===== config.mk =====
export PLATFORM = sky130hd
export DESIGN_NAME = share_target_check
export DESIGN_NICKNAME = d
export VERILOG_FILES = /design/src/rtl/share_target_check.sv
export SDC_FILE = /design/constraint.sdc
export NUM_CORES = 1
export LEC_CHECK = 0
export ABC_AREA = 1
export BUFFER_PORTS_ARGS = -buffer_cell sky130_fd_sc_hd__buf_2
export CAP_MARGIN = 0
export CORE_UTILIZATION = 50
export DETAILED_ROUTE_END_ITERATION = 6
export PLACE_DENSITY = 0.7
export SLEW_MARGIN = 15
export SYNTH_ARGS = -nofsm -noshare
export SYNTH_HDL_FRONTEND = slang
export SYNTH_SLANG_ARGS = --single-unit

===== constraint.sdc =====
create_clock -name clock -period 55.6 [get_ports clock]
set_clock_uncertainty 0.1 [all_clocks]
set_input_delay 11.12 -clock clock [delete_from_list [all_inputs] [get_ports clock]]
set_output_delay 11.12 -clock clock [all_outputs]
set_load 0.02 [all_outputs]

===== src/rtl/share_target_check.sv =====
// Share qualification for double-SHA256 digests: expands nBits, compares the
// byte-reversed digest against the target one 32-bit word per cycle, queues share nonces.
module share_target_check #(
   parameter int FIFO_DEPTH = 4,
   parameter int DROP_W     = 16
) (
   input  logic              clock,
   input  logic              resetn,
   input  logic [255:0]      hash_in,
   input  logic [31:0]       nonce_in,
   input  logic [31:0]       bits_in,
   input  logic              in_valid,
   output logic              in_ready,
   output logic [31:0]       share_nonce,
   output logic              share_valid,
   input  logic              share_ready,
   output logic [31:0]       hash_count,
   output logic [31:0]       share_count,
   output logic [DROP_W-1:0] drop_count,
   output logic              busy
);

   localparam int PTR_W = $clog2(FIFO_DEPTH);

   typedef enum logic [1:0] {IDLE, EXPAND, COMPARE, RESULT} state_t;

   state_t         state;
   logic [255:0]   v_reg;
   logic [255:0]   t_reg;
   logic [31:0]    nonce_reg;
   logic [31:0]    bits_reg;
   logic [2:0]     idx;
   logic           lt;
   logic [31:0]    word_v;
   logic [31:0]    word_t;

   logic [31:0]    mem [FIFO_DEPTH];
   logic [PTR_W-1:0] wr_ptr;
   logic [PTR_W-1:0] rd_ptr;
   logic [PTR_W:0]   count;
   logic           full;
   logic           push;
   logic           pop;

   function automatic logic [255:0] byte_rev(input logic [255:0] h);
      logic [255:0] r;
      r = '0;
      for (int b = 0; b < 32; b++) begin
         r[8*b +: 8] = h[255-8*b -: 8];
      end
      return r;
   endfunction

   // Negative or zero mantissa yields a zero target so nothing can qualify.
   function automatic logic [255:0] expand_target(input logic [31:0] bits);
      logic [255:0] mant;
      logic [7:0]   expo;
      mant = {232'd0, bits[23:0]};
      expo = bits[31:24];
      if (bits[23] || (bits[23:0] == 24'd0)) return '0;
      if (expo <= 8'd3) return mant >> (8 * (3 - int'(expo)));
      return mant << (8 * (int'(expo) - 3));
   endfunction

   function automatic logic [DROP_W-1:0] sat_inc(input logic [DROP_W-1:0] x);
      return (&x) ? x : x + 1'b1;
   endfunction

   assign word_v = v_reg[{idx, 5'd0} +: 32];
   assign word_t = t_reg[{idx, 5'd0} +: 32];

   assign full        = (count == (PTR_W+1)'(FIFO_DEPTH));
   assign share_valid = (count != '0);
   assign pop         = share_valid & share_ready;
   // A pop in the same cycle frees a slot, so a full FIFO still takes the push.
   assign push        = (state == RESULT) & lt & (~full | pop);
   assign share_nonce = share_valid ? mem[rd_ptr] : 32'd0;

   always_ff @(posedge clock) begin
      if (!resetn) begin
         state       <= IDLE;
         in_ready    <= 1'b0;
         busy        <= 1'b0;
         idx         <= 3'd7;
         lt          <= 1'b0;
         hash_count  <= '0;
         share_count <= '0;
         drop_count  <= '0;
      end else begin
         case (state)
            IDLE: begin
               if (in_valid && in_ready) begin
                  v_reg     <= byte_rev(hash_in);
                  nonce_reg <= nonce_in;
                  bits_reg  <= bits_in;
                  state     <= EXPAND;
                  in_ready  <= 1'b0;
                  busy      <= 1'b1;
               end else begin
                  in_ready  <= 1'b1;
                  busy      <= 1'b0;
               end
            end
            EXPAND: begin
               t_reg <= expand_target(bits_reg);
               idx   <= 3'd7;
               state <= COMPARE;
            end
            COMPARE: begin
               if (word_v < word_t) begin
                  lt    <= 1'b1;
                  state <= RESULT;
               end else if (word_v > word_t || idx == 3'd0) begin
                  lt    <= 1'b0;
                  state <= RESULT;
               end else begin
                  idx <= idx - 3'd1;
               end
            end
            RESULT: begin
               hash_count <= hash_count + 32'd1;
               if (lt) begin
                  share_count <= share_count + 32'd1;
                  if (full && !pop) drop_count <= sat_inc(drop_count);
               end
               state    <= IDLE;
               in_ready <= 1'b1;
               busy     <= 1'b0;
            end
            default: state <= IDLE;
         endcase
      end
   end

   always_ff @(posedge clock) begin
      if (push) mem[wr_ptr] <= nonce_reg;
   end

   always_ff @(posedge clock) begin
      if (!resetn) begin
         wr_ptr <= '0;
         rd_ptr <= '0;
         count  <= '0;
      end else begin
         if (push) wr_ptr <= wr_ptr + 1'b1;
         if (pop)  rd_ptr <= rd_ptr + 1'b1;
         case ({push, pop})
            2'b10:   count <= count + 1'b1;
            2'b01:   count <= count - 1'b1;
            default: count <= count;
         endcase
      end
   end

endmodule


Word-level counts from Yosys, hierarchy flattened
Memory sizes are Yosys's and may differ from the RTL's. A register that Yosys moved wholly into a read port is not among the register bits.
Cells that the tools add are included.

word-level totals
  memory bits (writable) = 128
  memories kept = 1
  register bits after elaboration = 671

cells by class
  equal/unequal tests = 10
  $add $sub $neg = 10
  bitwise logic cells = 6
  shift operators = 4
  magnitude comparators = 3
  reduce and logical (&&, ||, !) cells = 21
  muxes and demuxes = 30

memory list
  name  words  width  read ports  clocked after Yosys merged registers in  write ports  line  RTL
  mem   4      32     1           1                                        1            37    logic [31:0] mem [FIFO_DEPTH];

operators with widths
  cell                   count
  $mux 256               4
  $shiftx 256x9->32      2
  $shl 24x32->256        1
  $shr 24x32->256        1
  $add 32x1->32 const B  2
  $gt 32x32->1           1
  $lt 32x32->1           1
  $mux 32                1
  $logic_not 24->1       1
  $add 16x1->16 const B  1
  $reduce_and 16->1      1
  $mux 1                 13
  $pmux 3 s2             2
  $mux 2                 5
  $sub 2x8->9 const A    1
  $sub 8x2->9 const B    1
  $le 8x2->1 const B     1
  $pmux 2 s4             1
  $reduce_and 2->1       4
  $reduce_bool 2->1      4
  $eq 2x2->1 const B     3
  $mux 3                 2
  $ne 2x2->1 const B     3
  $reduce_and 3->1       2
  17 further kinds       26

Logic depth before layout (Yosys ltp)
Gate-level depths: netlist of the first run.

  depth after elaboration = 10
  mapped depth = 25

Least setup slack after synthesis of the first run
No wires, ideal clock.

  path type = input -> register
  start point = in resetn
  end point = reg bits_reg[0], enable pin
  required time = 54.493 ns
  setup time = 1.007 ns
  path slack = 29.524 ns
  stages on the path = 4
  path buffers = 2
  data arrival time = 24.970 ns
  cells stage by stage = clkbuf_1 > clkbuf_1 > nand2_1 > nor2_1

between the ends
  cells in the longest elaborated chain, start to end = 1

ends and longest elaborated chain
  element                     line  RTL
  from (decl)                 8     input logic resetn,
  $reduce_and 3->1 (no line)  -
  to (signal assigned)        95    bits_reg <= bits_in;
  to (decl)                   31    logic [31:0] bits_reg;

Every way passes these cells.
A chain may end at the register's enable or synchronous reset.

Worst setup path in the final report of the first run
  start point = in resetn
  end point = reg v_reg[43], enable pin

between the ends
  cells in the longest elaborated chain, start to end = 1

ends and longest elaborated chain
  element                     line  RTL
  $reduce_and 3->1 (no line)  -
  to (signal assigned)        93    v_reg <= byte_rev(hash_in);
  to (decl)                   28    logic [255:0] v_reg;

Every way passes these cells.

==> results of run 1 <==
==> placed cells by master, fill, tap and decap left out, types with 48 or more instances in the layout <==
master / instances
dfxtp_1: 93
o22ai_1: 64
a21oi_1: 123
nor3_1: 56
buf_2: 438
nand4_1: 56
clkbuf_16: 86
nand3_1: 161
ha_1: 48
nand2_1: 328
inv_1: 123
nor2_1: 820
o21ai_0: 448
edfxtp_1: 704
==> tightest hold or removal path, stage by stage, from the launching register on <==
cell and delay, ns:
dfxtp_1 0.30, inv_1 0.06, a21oi_1 0.05
==> kinds of logic after synthesis <==
family / after synthesis / share of synthesized area (%)
and+or+nand+nor: 1471 / 17.05
DFF: 801 / 64.78
AOI/OAI and AO/OA: 750 / 11.46
buffers and inverters: 358 / 4.007
adders and majority gates: 49 / 1.742
xor gates and xnor gates: 37 / 0.9621
==> metrics by stage <==
step | util [%] | instances
3_5_place_dp | 54.74 | 4661
5_1_grt | 58.75 | 4831
2_1_floorplan | - | 3466
6_report | 58.78 | 4841
3_3_place_gp | 54.74 | 4661
4_1_cts | 58.68 | 4811
==> routing by layer <==
layer	GRT usage [%]	share of wire, %
met5	0	0.13
met4	9.598	3.2
met3	4.493	7.2
met2	44.13	50
met1	32.82	40
==> where the power goes <==
part           leakage, nW  total [mW]  switching (mW)  internal [mW]
registers             7.43       0.736          0.0217          0.714
clock network         1.33       0.564           0.235          0.329
logic                 6.14       0.610           0.427          0.184
==> cell usage after synthesis, types with 48 or more instances <==
| cell | n |
|---|---|
| a21oi_1 | 123 |
| clkbuf_1 | 158 |
| dfxtp_1 | 97 |
| edfxtp_1 | 704 |
| ha_1 | 48 |
| inv_1 | 128 |
| nand2_1 | 332 |
| nand3_1 | 161 |
| nand4_1 | 56 |
| nor2_1 | 825 |
| nor3_1 | 56 |
| o21ai_0 | 448 |
| o22ai_1 | 64 |
==> how the worst max path moves through the flow <==
stage | startpoint | to | slack (ns) | cells past startpoint
after floorplan | resetn | bits_reg[0] | 29.52 | 4
after CTS | resetn | v_reg[176] | 41.48 | 7
after global placement | resetn | v_reg[106] | 40.83 | 7
after global routing | resetn | v_reg[38] | 41.22 | 7
final | resetn | v_reg[43] | 41.39 | 7
after detailed placement | resetn | v_reg[6] | 40.80 | 7
==> cell type report <==
type	instances	area, um2
diodes	30	75.07
clock buffers	104	2230
clock inverters	46	539.3
fillers	5902	28960
inverters	140	541.8
multi-input cells	2307	11170
flip-flops and latches	801	23090
well taps	940	1176
repair buffers	473	2480
==> summary.txt, run 1 <==
Critical path
  – CP Launch Type: input port
  – R2R setup slack: 50.45 ns
  – Buf/Inv on CP: 5
  – CP max FO: 204
  – Req. time, crit path: 55.75 ns
  – Crit. End Element: flop
  – Origin of the critical flop-to-flop path: idx[0]
  – Worst reg2reg path depth: 15
  – Worst path slowest cell: buf_12
  – CP Cell Sequence: buf_2 > buf_4 > nand2_1 > nor2_4 > buf_4 > buf_4 > buf_12
  – Worst Path Arrival: 14.36 ns
  – Reg2Reg Capture Point: idx[2]
  – CP most frequent cell: buf_4
  – Largest delay share family, worst path: buffers and inverters
  – CP max stage delay: 0.75 ns
  – Setup Crit Path Kind: in2reg

Routing
  – First-iteration detailed-routing DRC count: 2438
  – Via density: 5.603
  – Drt pass-1 iters: 5
  – Final WL: 94.68 mm
  – DRT antenna net count: 0
  – Remaining DRCs: 0
  – DR WL/cell: 19.56 um
  – Total number of vias: 27120

Flow run
  – Number of max-cap violations: 0

Logic synthesis
  – Async set-or-reset flop fraction in the synthesized netlist: 0%
  – Warnings, synthesis: 0
  – Post-synth top area cell: edfxtp_1
  – Cells after Synth: 3466
  – Avg Inst Size Synth: 10.28 um2
  – Top_reg_cell synth: edfxtp_1
  – Most area-consuming cells after synthesis: edfxtp_1, nor2_1, o21ai_0
  – Cell Area, Synth: 35630 um2
  – Number of synthesized flops with an enable pin: 704
  – #FFs+latches synth: 801
  – Synth Net Count: 3839
  – Post-synthesis sequential area ratio: 64.78%
  – Distinct cells, synth: 45
  – Top-area cell type share of the netlist area: 59.33%

Clocking
  – Post_cts resized: 0
  – CTS tree: built
  – Post-CTS Hold Buffers: 0
  – Clock buffers created by TritonCTS: 83
  – Clock sink count: 801
  – Post CTS Setup Buffer Count: 0
  – Worst skew pair latency: 0.64 ns
  – H-tree depth: 3
  – Clk buf depth: 3
  – Clk root buf: clkbuf_16
  – CTS clk-pin slew, worst paths: 0.05 ns

Global routing
  – Grt ovf: 0
  – First-pass GRT wire length: 144.1 mm
  – Largest net degree at the start of global routing: 205
  – GR Util All Layers: 25.81%
  – Vias in the first global route: 25430
  – Initial antenna violation count: 36

Floorplanning
  – Core Box Area: 70270 um2
  – Die ar.: 72330 um2
  – Die width: 269.0 um
  – Initial Utilization: 50.71%
  – Die Span Y: 269.0 um
  – I/O Pins: 439
  – Site Rows: 97

Min path
  – Hold endpoint: hash_count[31]
  – HP Start: hash_count[31]
  – HP Class: reg2reg
  – Hold path depth: 2

Layout
  – Number of nets in the layout: 4179
  – Layout cell share with drive strength beyond 1: 16.53%
  – Final Cell Area: 41310 um2
  – Area delta synth->final: 15.93%

STA
  – Final period util: 25.56%
  – Worst slew pin tran: 1.150 ns
  – Max_slew headroom: 23.33%
  – Final TNS setup: 0 ns
  – Endpoints failing setup: 0
  – Hold slack: 0.3709 ns
  – PnR worst setup slack: 41.39 ns
  – RSZ-0062 raised after global routing: no
  – Fmax: 70.37 MHz
  – Hold Vio Cnt, Final: 0
  – Fin. max-slew vios: 0
  – Final min period: 14.21 ns

Placement
  – Post-DP HPWL: 60.20 mm
  – # port buffers: 438
  – GP Congestion: 0.9113
  – Pre-CTS WS: 40.80 ns
  – Cell Area, Placed: 38460 um2

Power
  – Pwr/cell area: 46.24 nW/um2
  – Total power after layout: 1.910 mW
  – Worst IR drop on VDD: 0.03773 mV
  – Leak: 14.90 nW

Status
  – Status: complete, no violations
No activity file was read; power rests on OpenSTA's default activity.
==> inputs of run 2 (changes only) <==
ABC_AREA = 0   (was 1)
PLACE_DENSITY = 0.73   (was 0.7)
clock period = 12 ns   (was 55.6 ns; I/O delays follow)
==> summary.txt, run 2 <==
Routing
  – DR WL/cell: 23.51 um (+20%)
  – Met3 Routed Length: 7.857 mm (+15%)
  – DRT antenna net count: 0 (unchanged)
  – M1 WL: 32.77 mm (-12%)
  – Highest metal used: met5
  – First-iteration detailed-routing DRC count: 1984 (-19%)
  – Via density: 5.840 (+4.2%)
  – Total number of vias: 21280 (-22%)
  – Remaining DRCs: 0 (unchanged)
  – Drt pass-1 iters: 5 (unchanged)
  – Routed length on met2: 42.41 mm (-10%)
  – Final WL: 85.64 mm (-9.5%)

Clocking
  – Post CTS Setup Buffer Count: 0 (unchanged)
  – Post_cts resized: 0 (unchanged)
  – Clock buffers created by TritonCTS: 83 (unchanged)
  – Clk buf depth: 3 (unchanged)
  – Clk root buf: clkbuf_16
  – Post-CTS Hold Buffers: 0 (unchanged)
  – CTS clk-pin slew, worst paths: 0.06 ns (about the same)
  – H-tree depth: 3 (unchanged)
  – Worst skew pair latency: 0.66 ns (+0.02 ns)
  – Clock sink count: 801 (unchanged)
  – CTS tree: built

Logic synthesis
  – Post-synthesis sequential area ratio: 67.36% (+2.6 points)
  – #FFs+latches synth: 801 (unchanged)
  – Number of synthesized flops with an enable pin: 704 (unchanged)
  – Synth Net Count: 2636 (-31%)
  – XOR/XNOR Fraction of Synth Area: 1.965% (+1.0 points)
  – Top-area cell type share of the netlist area: 61.70% (+2.4 points)
  – Cells after Synth: 2263 (-35%)
  – Most area-consuming cells after synthesis: edfxtp_1, mux4_2, dfxtp_1
  – Synth Area in Adders: 1.811% (+0.069 points)
  – Synth Area in Compound Gates: 4.079% (-7.4 points)
  – Commonest cells post-synth: edfxtp_1, nand2_1, nor2_1
  – Distinct cells, synth: 69 (+53%)
  – Top_reg_cell synth: edfxtp_1
  – Avg Inst Size Synth: 15.14 um2 (+47%)
  – Synthesized-area fraction occupied by and/or/nand/nor cells: 10.80% (-6.3 points)
  – Post-synth top area cell: edfxtp_1
  – Warnings, synthesis: 0 (unchanged)
  – Post-synthesis mux area share: 12.04% (+12 points)
  – Async set-or-reset flop fraction in the synthesized netlist: 0% (unchanged)
  – Cell Area, Synth: 34270 um2 (-3.8%)
  – Count leader, synth: edfxtp_1
  – Combinational family with the most area after synthesis: multiplexers

Layout
  – Most common cell after layout, fill and taps aside: edfxtp_1
  – Area delta synth->final: 16.88%
  – Storage cell area: 23090 um2 (about the same)
  – Fill cell count: 5064 (-14%)
  – Layout cell share with drive strength beyond 1: 28.94% (+12 points)
  – Multi-input logic area: 10570 um2 (-5.5%)
  – Most frequent cells in the layout: edfxtp_1, buf_2, nand2_1
  – Number of nets in the layout: 3054 (-27%)

Floorplanning
  – Site Rows: 95 (-2.1%)
  – Die ar.: 69580 um2 (-3.8%)
  – I/O Pins: 439 (unchanged)
  – Die width: 263.8 um (-1.9%)
  – Initial Utilization: 50.75% (about the same)
  – Die Span Y: 263.8 um (-1.9%)
  – Core Box Area: 67510 um2 (-3.9%)

Critical path
  – Origin of the critical flop-to-flop path: idx[1]
  – Crit. End Element: flop
  – Worst reg2reg path depth: 10 (-5)
  – Setup Crit Path Kind: in2reg
  – CP max FO: 103 (-50%)
  – Worst Path Arrival: 5.24 ns (-9.12 ns)
  – Reg2Reg Capture Point: idx[0]
  – CP Launch Type: input port
  – R2R setup slack: 6.98 ns (-43.47 ns)
  – Req. time, crit path: 12.13 ns (-43.62 ns)

Power
  – Leak: 13.90 nW (-6.7%)
  – Worst IR drop on VDD: 0.1128 mV (+200%)
  – Pwr/cell area: 173.6 nW/um2 (+280%)

Global routing
  – Grt ovf: 0 (unchanged)
  – Vias in the first global route: 21390 (-16%)
  – First-pass GRT wire length: 127.2 mm (-12%)
  – GR Util All Layers: 24.26% (-1.5 points)
  – Initial antenna violation count: 28 (-22%)
  – Largest net degree at the start of global routing: 164 (-20%)

STA
  – RSZ-0062 raised after global routing: no
  – Fin. max-slew vios: 0 (unchanged)
  – Max_slew headroom: 16.73% (-6.6 points)
  – PnR worst setup slack: 6.897 ns (-34.49 ns)
  – Final TNS setup: 0 ns (unchanged)
  – Hold Vio Cnt, Final: 0 (unchanged)
  – Fmax: 196.0 MHz
  – Final period util: 42.53%
  – Endpoints failing setup: 0 (unchanged)
  – Final min period: 5.103 ns
  – Worst slew pin tran: 1.239 ns (+0.08940 ns)

Min path
  – Hold path depth: 2 (unchanged)
  – HP Class: reg2reg
  – Hold endpoint: busy
  – HP Start: busy

Status
  – Status: complete, no violations

Placement
  – GP Congestion: 0.8663 (-4.9%)
  – # port buffers: 438 (unchanged)
  – Pre-CTS WS: 6.224 ns (-34.58 ns)
  – Post-DP HPWL: 56.30 mm (-6.5%)

Flow run
  – Number of max-cap violations: 0 (unchanged)
[run 2: logic make-up (layout without fill, tap and decap cells)]
logic type / count (synthesis) / count (layout)
AOI/OAI and AO/OA: 194 / 194
xor gates and xnor gates: 76 / 76
adders and majority gates: 49 / 49
buffers and inverters: 158 / 642
DFF: 801 / 801
muxes: 212 / 212
other: 0 / 23
and+or+nand+nor: 773 / 773
[run 2: final cells by class]
type                       count  area share, %
multi-input combinational   1304          26.38
clock inverter                44          1.225
inverter                      30         0.2843
timing repair buffer         461          5.967
antenna                       23         0.1437
tap                          873          2.727
sequential                   801          57.66
clock buffer                 107          5.614
[run 2: critical path, cell delays in order]
cell and delay [ns]:
buf_2 0.08, buf_4 0.62, nand2_1 0.20, nor2_4 0.11, buf_4 0.78, buf_4 0.92
[run 2: stage by stage]
stage	area, um2	power [mW]	util [%]	instances	hold slack [ns]
4_1_cts	39990	6.989	59.23	3620	0.3952
5_1_grt	40030	7.181	59.29	3634	0.4058
6_report	40050	6.953	59.32	3643	0.3905
3_5_place_dp	37250	4.436	55.18	3469	0.3831
2_1_floorplan	34270	4.163	-	2263	0.3587
3_3_place_gp	37250	4.390	55.18	3469	0.3653
[run 2: layer usage]
| layer | up-vias | global-route usage [%] |
|---|---|---|
| met5 | - | 0 |
| met4 | 10 | 9.271 |
| met3 | 162 | 7.075 |
| met2 | 965 | 40.08 |
| met1 | 10660 | 30.29 |
| li1 | 9484 | - |
[run 2: report_power, final]
part,internal (mW),switching [mW]
clock,1.47,1.10
sequential,3.38,0.109
combinational,0.330,0.564
total,5.18,1.77
[run 2: worst max-delay path by stage]
stage / from / endpoint / slack (ns) / depth (start not counted)
after floorplan: resetn / bits_reg[0] / 0.13 / 4
after global placement: resetn / bits_reg[14] / 6.37 / 6
after detailed placement: resetn / bits_reg[16] / 6.22 / 6
after CTS: resetn / v_reg[129] / 6.92 / 6
after global routing: resetn / v_reg[161] / 6.68 / 6
final: resetn / v_reg[125] / 6.90 / 6
